==> config.mk <==
export PLATFORM = sky130hd
export DESIGN_NAME = core_time_counter
export DESIGN_NICKNAME = d
export VERILOG_FILES = /design/src/rtl/core_time_counter.sv
export SDC_FILE = /design/constraint.sdc
export NUM_CORES = 1
export LEC_CHECK = 0
export CORE_MARGIN = 4
export CORE_UTILIZATION = 45
export CTS_CLUSTER_SIZE = 12
export DETAILED_ROUTE_END_ITERATION = 6
export GPL_TIMING_DRIVEN = 1
export PLACE_DENSITY = 0.77
export SLEW_MARGIN = 20
export SYNTH_ARGS = -nofsm -noshare
export SYNTH_HDL_FRONTEND = slang
export SYNTH_SLANG_ARGS = --single-unit
==> constraint.sdc <==
create_clock -name clk -period 6.49 [get_ports clk]
set_clock_uncertainty 0.2 [all_clocks]
set_input_delay 1.947 -clock clk [delete_from_list [all_inputs] [get_ports clk]]
set_output_delay 1.947 -clock clk [all_outputs]
set_load 0.01 [all_outputs]
==> src/rtl/core_time_counter.sv <==
// Stopwatch core: divides clk down to a TICK_HZ tick and accumulates hundredths on binary_time.
// Define CORE_TIME_COUNTDOWN_EN to add load/countdown with an expired pulse.
module core_time_counter #(
    parameter int CLK_HZ    = 50000000,
    parameter int TICK_HZ   = 100,
    parameter int MAX_COUNT = 131071
) (
    input  logic        clk,
    input  logic        rst_n,
    input  logic        start_stop,
    input  logic        clear,
    input  logic        lap,
    input  logic        load,
    input  logic [16:0] load_value,
    output logic [16:0] binary_time,
    output logic        running,
    output logic        lap_active,
    output logic        overflow,
    output logic        expired
);
    localparam int DIV = CLK_HZ / TICK_HZ;
    localparam int PW  = (DIV > 1) ? $clog2(DIV) : 1;
    localparam logic [PW-1:0] DIV_M1  = PW'(DIV - 1);
    localparam logic [16:0]   MAX_VAL = 17'(MAX_COUNT);
    localparam logic [16:0]   MAX_M1  = 17'(MAX_COUNT - 1);

    localparam logic [1:0] IDLE    = 2'd0;
    localparam logic [1:0] RUNNING = 2'd1;
    localparam logic [1:0] PAUSED  = 2'd2;
    localparam logic [1:0] DONE    = 2'd3;

    logic [1:0]    state_reg, state_next;
    logic [16:0]   count_reg, count_next;
    logic [16:0]   lap_reg, lap_reg_next;
    logic [PW-1:0] prescaler_reg, prescaler_next;
    logic          lap_active_reg, lap_active_next;
    logic          overflow_reg, overflow_next;
    logic          running_reg;
    logic [16:0]   binary_time_reg;
    logic          tick;

`ifdef CORE_TIME_COUNTDOWN_EN
    logic          down_reg, down_next;
    logic          expired_reg, expired_next;
    logic [16:0]   load_clamped;
    assign load_clamped = (load_value > MAX_VAL) ? MAX_VAL : load_value;
`else
    logic          unused_inputs;
    assign unused_inputs = ^{load, load_value};
`endif

    assign tick = (state_reg == RUNNING) && (prescaler_reg == DIV_M1);

    always_comb begin
        state_next      = state_reg;
        count_next      = count_reg;
        lap_reg_next    = lap_reg;
        prescaler_next  = prescaler_reg;
        lap_active_next = lap_active_reg;
        overflow_next   = overflow_reg;
`ifdef CORE_TIME_COUNTDOWN_EN
        down_next       = down_reg;
        expired_next    = 1'b0;
`endif
        if (clear) begin
            state_next      = IDLE;
            count_next      = '0;
            lap_reg_next    = '0;
            prescaler_next  = '0;
            lap_active_next = 1'b0;
            overflow_next   = 1'b0;
`ifdef CORE_TIME_COUNTDOWN_EN
            down_next       = 1'b0;
`endif
        end else begin
            case (state_reg)
                IDLE: begin
                    prescaler_next = '0;
                    if (start_stop) state_next = RUNNING;
`ifdef CORE_TIME_COUNTDOWN_EN
                    if (load) begin
                        count_next = load_clamped;
                        down_next  = 1'b1;
                        state_next = PAUSED;
                    end
`endif
                end
                RUNNING: begin
                    prescaler_next = tick ? '0 : prescaler_reg + PW'(1);
                    // Lap captures the pre-increment count even when a tick lands on the same edge.
                    if (lap) begin
                        lap_active_next = ~lap_active_reg;
                        if (!lap_active_reg) lap_reg_next = count_reg;
                    end
                    if (start_stop) state_next = PAUSED;
                    if (tick) begin
`ifdef CORE_TIME_COUNTDOWN_EN
                        if (down_reg) begin
                            if (count_reg <= 17'd1) begin
                                count_next      = '0;
                                state_next      = DONE;
                                expired_next    = 1'b1;
                                lap_active_next = 1'b0;
                            end else begin
                                count_next = count_reg - 17'd1;
                            end
                        end else
`endif
                        if (count_reg >= MAX_M1) begin
                            count_next      = MAX_VAL;
                            state_next      = DONE;
                            overflow_next   = 1'b1;
                            lap_active_next = 1'b0;
                        end else begin
                            count_next = count_reg + 17'd1;
                        end
                    end
                end
                PAUSED: begin
                    if (lap) begin
                        lap_active_next = ~lap_active_reg;
                        if (!lap_active_reg) lap_reg_next = count_reg;
                    end
                    if (start_stop) state_next = RUNNING;
`ifdef CORE_TIME_COUNTDOWN_EN
                    if (load) begin
                        count_next     = load_clamped;
                        down_next      = 1'b1;
                        prescaler_next = '0;
                        state_next     = PAUSED;
                    end
`endif
                end
                DONE: begin
                end
                default: state_next = IDLE;
            endcase
        end
    end

    always_ff @(posedge clk or negedge rst_n) begin
        if (!rst_n) begin
            state_reg       <= IDLE;
            count_reg       <= '0;
            lap_reg         <= '0;
            prescaler_reg   <= '0;
            lap_active_reg  <= 1'b0;
            overflow_reg    <= 1'b0;
            running_reg     <= 1'b0;
            binary_time_reg <= '0;
        end else begin
            state_reg       <= state_next;
            count_reg       <= count_next;
            lap_reg         <= lap_reg_next;
            prescaler_reg   <= prescaler_next;
            lap_active_reg  <= lap_active_next;
            overflow_reg    <= overflow_next;
            running_reg     <= (state_next == RUNNING);
            binary_time_reg <= lap_active_next ? lap_reg_next : count_next;
        end
    end

`ifdef CORE_TIME_COUNTDOWN_EN
    always_ff @(posedge clk or negedge rst_n) begin
        if (!rst_n) begin
            down_reg    <= 1'b0;
            expired_reg <= 1'b0;
        end else begin
            down_reg    <= down_next;
            expired_reg <= expired_next;
        end
    end
    assign expired = expired_reg;
`else
    assign expired = 1'b0;
`endif

    assign binary_time = binary_time_reg;
    assign running     = running_reg;
    assign lap_active  = lap_active_reg;
    assign overflow    = overflow_reg;
endmodule

==> key figures <==
Clocking
  – Number of post-CTS setup repair buffers: 0
  – Number of CTS-inserted buffers: 9
  – Resized Gates After CTS: 0
  – Clock tree from TritonCTS: yes
  – Max Root-Sink Buffers: 2
  – Clk slew on worst S/H paths: 0.08 ns
  – Number of sinks handled by clock tree synthesis: between 70 and 80
  – Cts-stage hold buffer count: 0
  – Clk Latency, worst-skew pair: 0.35 ns
  – H-Tree Level Count: 3
  – Clock root cell: sky130_fd_sc_hd__clkbuf_8

Placement
  – Placer congestion estimate: 0.896
  – IO buf count: 24
  – Inst Count DP: approximately 510
  – Half-perimeter wire length after placement: 5320 um

Critical path
  – CP Launch Type: input pin
  – Worst setup startpoint: lap
  – Family with the most delay on the worst path: compound AO/OA/AOI/OAI gates
  – Endpoint kind of the worst setup timing path: flip-flop
  – Cell Chain, Critical Path: clkdlybuf4s50_1, and3b_1, o22ai_1, a21o_1, a21oi_2, mux2i_1, a31oi_1
  – Critical path destination: binary_time[14]$_DFF_PN0_
  – Worst R2R Start: state_reg[0]$_DFF_PN0_
  – Peak per-stage delay on the critical path: 0.68 ns
  – Stages on the worst setup path: 7
  – R2R Setup Slk: 3.22 ns
  – Standard cell with the maximum stage delay on the critical path: sky130_fd_sc_hd__a21oi_2
  – FF-to-FF path depth: 8
  – Endpoint required time on the critical path: around 6.5 ns
  – Arrival time of data at the critical path endpoint: about 4.6 ns
  – Type of the setup path with the least slack: in -> reg
  – Count of buffer and inverter cells on the critical path: 1
  – Critical-path maximum fanout: 18
  – Capture point of the worst reg-to-reg path: binary_time[14]$_DFF_PN0_

Finish
  – Footprint of the multi-input gates: 1770 um^2
  – Max reg flops: 19
  – Leading cell type in the layout, fill and taps excluded: sky130_fd_sc_hd__dfrtp_1
  – Most frequent cells in the layout: sky130_fd_sc_hd__dfrtp_1 (75), sky130_fd_sc_hd__nand2_1 (62), sky130_fd_sc_hd__nor2_1 (40), sky130_fd_sc_hd__o21ai_0 (24)
  – Fraction of layout cells with a size suffix above 1: 11.8%
  – Final std cells w/o fill: 521
  – Fillers: about 730
  – Total Nets Final: 442
  – Final Util: 52.8%
  – Antenna Diode Count: 0
  – Area occupied by registers: 1880 um^2
  – Synthesis-to-finish area growth: 14.3%

Routing
  – Via total after detailed routing: 2966
  – Final routed wirelength across all metal layers: 8050 um
  – Remaining antenna violation count after routing: 0
  – Wire length per cell after detailed routing: 15.4 um
  – Detail-routed via count per cell: 5.69
  – Detailed router's first-iteration violation count: about 250
  – Post-route DRC violation count: 0
  – Number of search-and-repair iterations in the first detailed-routing pass: 5

Timing
  – Setup TNS: 0 ns
  – Clock period minus worst slack: 4.53 ns
  – Max-slew violation count: 0
  – Headroom to the max-slew limit: 36.0%
  – Setup violators final: 0
  – Highest Clock Rate: around 0.22 GHz
  – Tcrit/Tclk final: 69.8%
  – Worst Tran Pin Value: 0.956 ns
  – Final hold violation count: 0
  – Unrepaired setup endpoints after global routing: false

Yosys
  – Count of yosys warnings during synthesis: 0
  – Number of distinct library cell variants in the gate-level netlist after synthesis: 59
  – EDFF count, synth: 0
  – Average instance area after synthesis: 9.65 um^2
  – Post-synth top flop: sky130_fd_sc_hd__dfrtp_1
  – Post-Synthesis Net Count: 421
  – Number of instances in the synthesized netlist: 391
  – Flip-flop and latch count after synthesis: 75
  – Share of synthesized area occupied by flip-flops and latches: about half
  – FFs w/ async S/R, synth: 100%
  – Post-synthesis instance area: 3770 um^2

Global routing
  – Pin count of the biggest net entering global routing: 76
  – Number of antenna violations at the first check in global routing: 0
  – Wire length of the first global-routing pass: 13900 um
  – GRT Util Overall: 17.6%
  – Sum of overflow across all layers after global routing: 0
  – Vias in the first global route: 2832

Pwr
  – Leak Pwr: 1.87 nW
  – Power per cell area: 228 nW/um^2
  – Power Total: 0.000985 W
  – Max VDD drop: 0.0000954 V

Run
  – Maximum capacitance violations: 0

Floorplan
  – Placement Rows: 33
  – I/O pin cnt: 44
  – Die span in y: approximately 100 um
  – Area enclosed by the die boundary: 9920 um^2
  – Starting Density: 46.2%
  – Core outline area: 8180 um^2
  – Horizontal die dimension: 99.6 um

Status
  – Status: finished clean

Hold path
  – Hold Crit Class: reg -> reg
power breakdown:
group	total [W]	switching [W]	leakage, nW	internal, W
logic	0.0000796	0.0000538	0.701	0.0000258
registers	0.000480	0.00000672	1.05	0.000474
clock network	0.000425	0.000171	0.120	0.000254
total	0.000985	0.000231	1.87	0.000754
cell usage after synthesis (all sizes together), types with 2 or more instances:
master | count | area share, %
and2 | 3 | 0.50
a21boi | 2 | 0.40
a211oi | 3 | 0.99
nand2b | 3 | 0.50
or2 | 2 | 0.40
and4 | 6 | 1.4
a21oi | 24 | 3.3
nand2 | 62 | 6.2
clkbuf | 8 | 0.80
nor4 | 5 | 1.4
mux2i | 4 | 1.1
and3b | 2 | 0.46
a31oi | 6 | 0.99
nand3 | 11 | 1.5
and3 | 16 | 2.8
nor4b | 3 | 0.86
nand4 | 5 | 1.2
buf | 10 | 1.8
inv | 7 | 0.70
mux2 | 9 | 2.7
a41oi | 2 | 0.46
xor2 | 5 | 1.2
nor3 | 14 | 2.0
a211o | 2 | 0.46
nor2 | 40 | 4.0
o21a | 2 | 0.40
ha | 7 | 2.3
dfrtp | 75 | 50
a31o | 2 | 0.46
xnor2 | 5 | 1.2
o21ai | 30 | 4.6
o21bai | 2 | 0.40
stage by stage:
step | cell area [um^2] | hold slack [ns] | setup WS [ns]
finish | 4310 | 0.288 | 1.96
global route | 4310 | 0.320 | 1.80
CTS | 4310 | 0.278 | 1.97
detailed placement | 4080 | 0.267 | 1.62
global placement | 4080 | 0.259 | 1.63
floorplan | 3770 | 0.237 | 2.93
area by class of cell:
type / instances / share of cell area (%)
clock inverter: 6 / 2.61
multi-input combinational: 291 / 41.1
timing repair buffer: 28 / 6.21
sequential: 75 / 43.5
clock buffer: 9 / 2.87
tap: 105 / 3.05
inverter: 7 / 0.609
logic make-up (layout without fill, tap and decap cells):
kind of cell / after synthesis / after routing / share of synthesized area [%]
compound gates: 83 / 83 / 14.2
mux: 13 / 13 / 3.75
flops: 75 / 75 / 49.7
buf+inv: 25 / 50 / 3.28
fa+ha+maj: 7 / 7 / 2.32
other cells: 1 / 1 / 0.0993
simple gates: 177 / 177 / 24.3
xor+xnor: 10 / 10 / 2.32
how the worst min path moves through the flow:
stage	startpoint	endpoint	slack [ns]	cells past startpoint
final	prescaler_reg[17]$_DFFE_PN0P_	prescaler_reg[17]$_DFFE_PN0P_	0.29	1
after global routing	prescaler_reg[17]$_DFFE_PN0P_	prescaler_reg[17]$_DFFE_PN0P_	0.32	1
after CTS	prescaler_reg[17]$_DFFE_PN0P_	prescaler_reg[17]$_DFFE_PN0P_	0.28	1
after detailed placement	prescaler_reg[17]$_DFFE_PN0P_	prescaler_reg[17]$_DFFE_PN0P_	0.27	1
after global placement	prescaler_reg[17]$_DFFE_PN0P_	prescaler_reg[17]$_DFFE_PN0P_	0.26	1
after floorplan	prescaler_reg[17]$_DFFE_PN0P_	prescaler_reg[17]$_DFFE_PN0P_	0.24	1
per-layer routing:
| layer | up-vias | global-route usage, % | part of all wire (%) |
|---|---|---|---|
| met5 | - | 0 | 0 |
| met2 | 91 | 27.3 | 48 |
| met3 | 13 | 3.44 | 5.8 |
| li1 | 1426 | - | - |
| met1 | 1436 | 24.2 | 45 |
| met4 | 0 | 7.56 | 1.5 |
worst reg2reg max path, delay by kind of cell, from the launching register on:
kind            cells  cell delay, ns
compound gates      4            1.32
simple gates        1            0.62
flops               1            0.42
fa+ha+maj           1            0.33
mux                 1            0.17
buf+inv             1            0.11
Note: power is estimated with default switching activity, not from simulation.
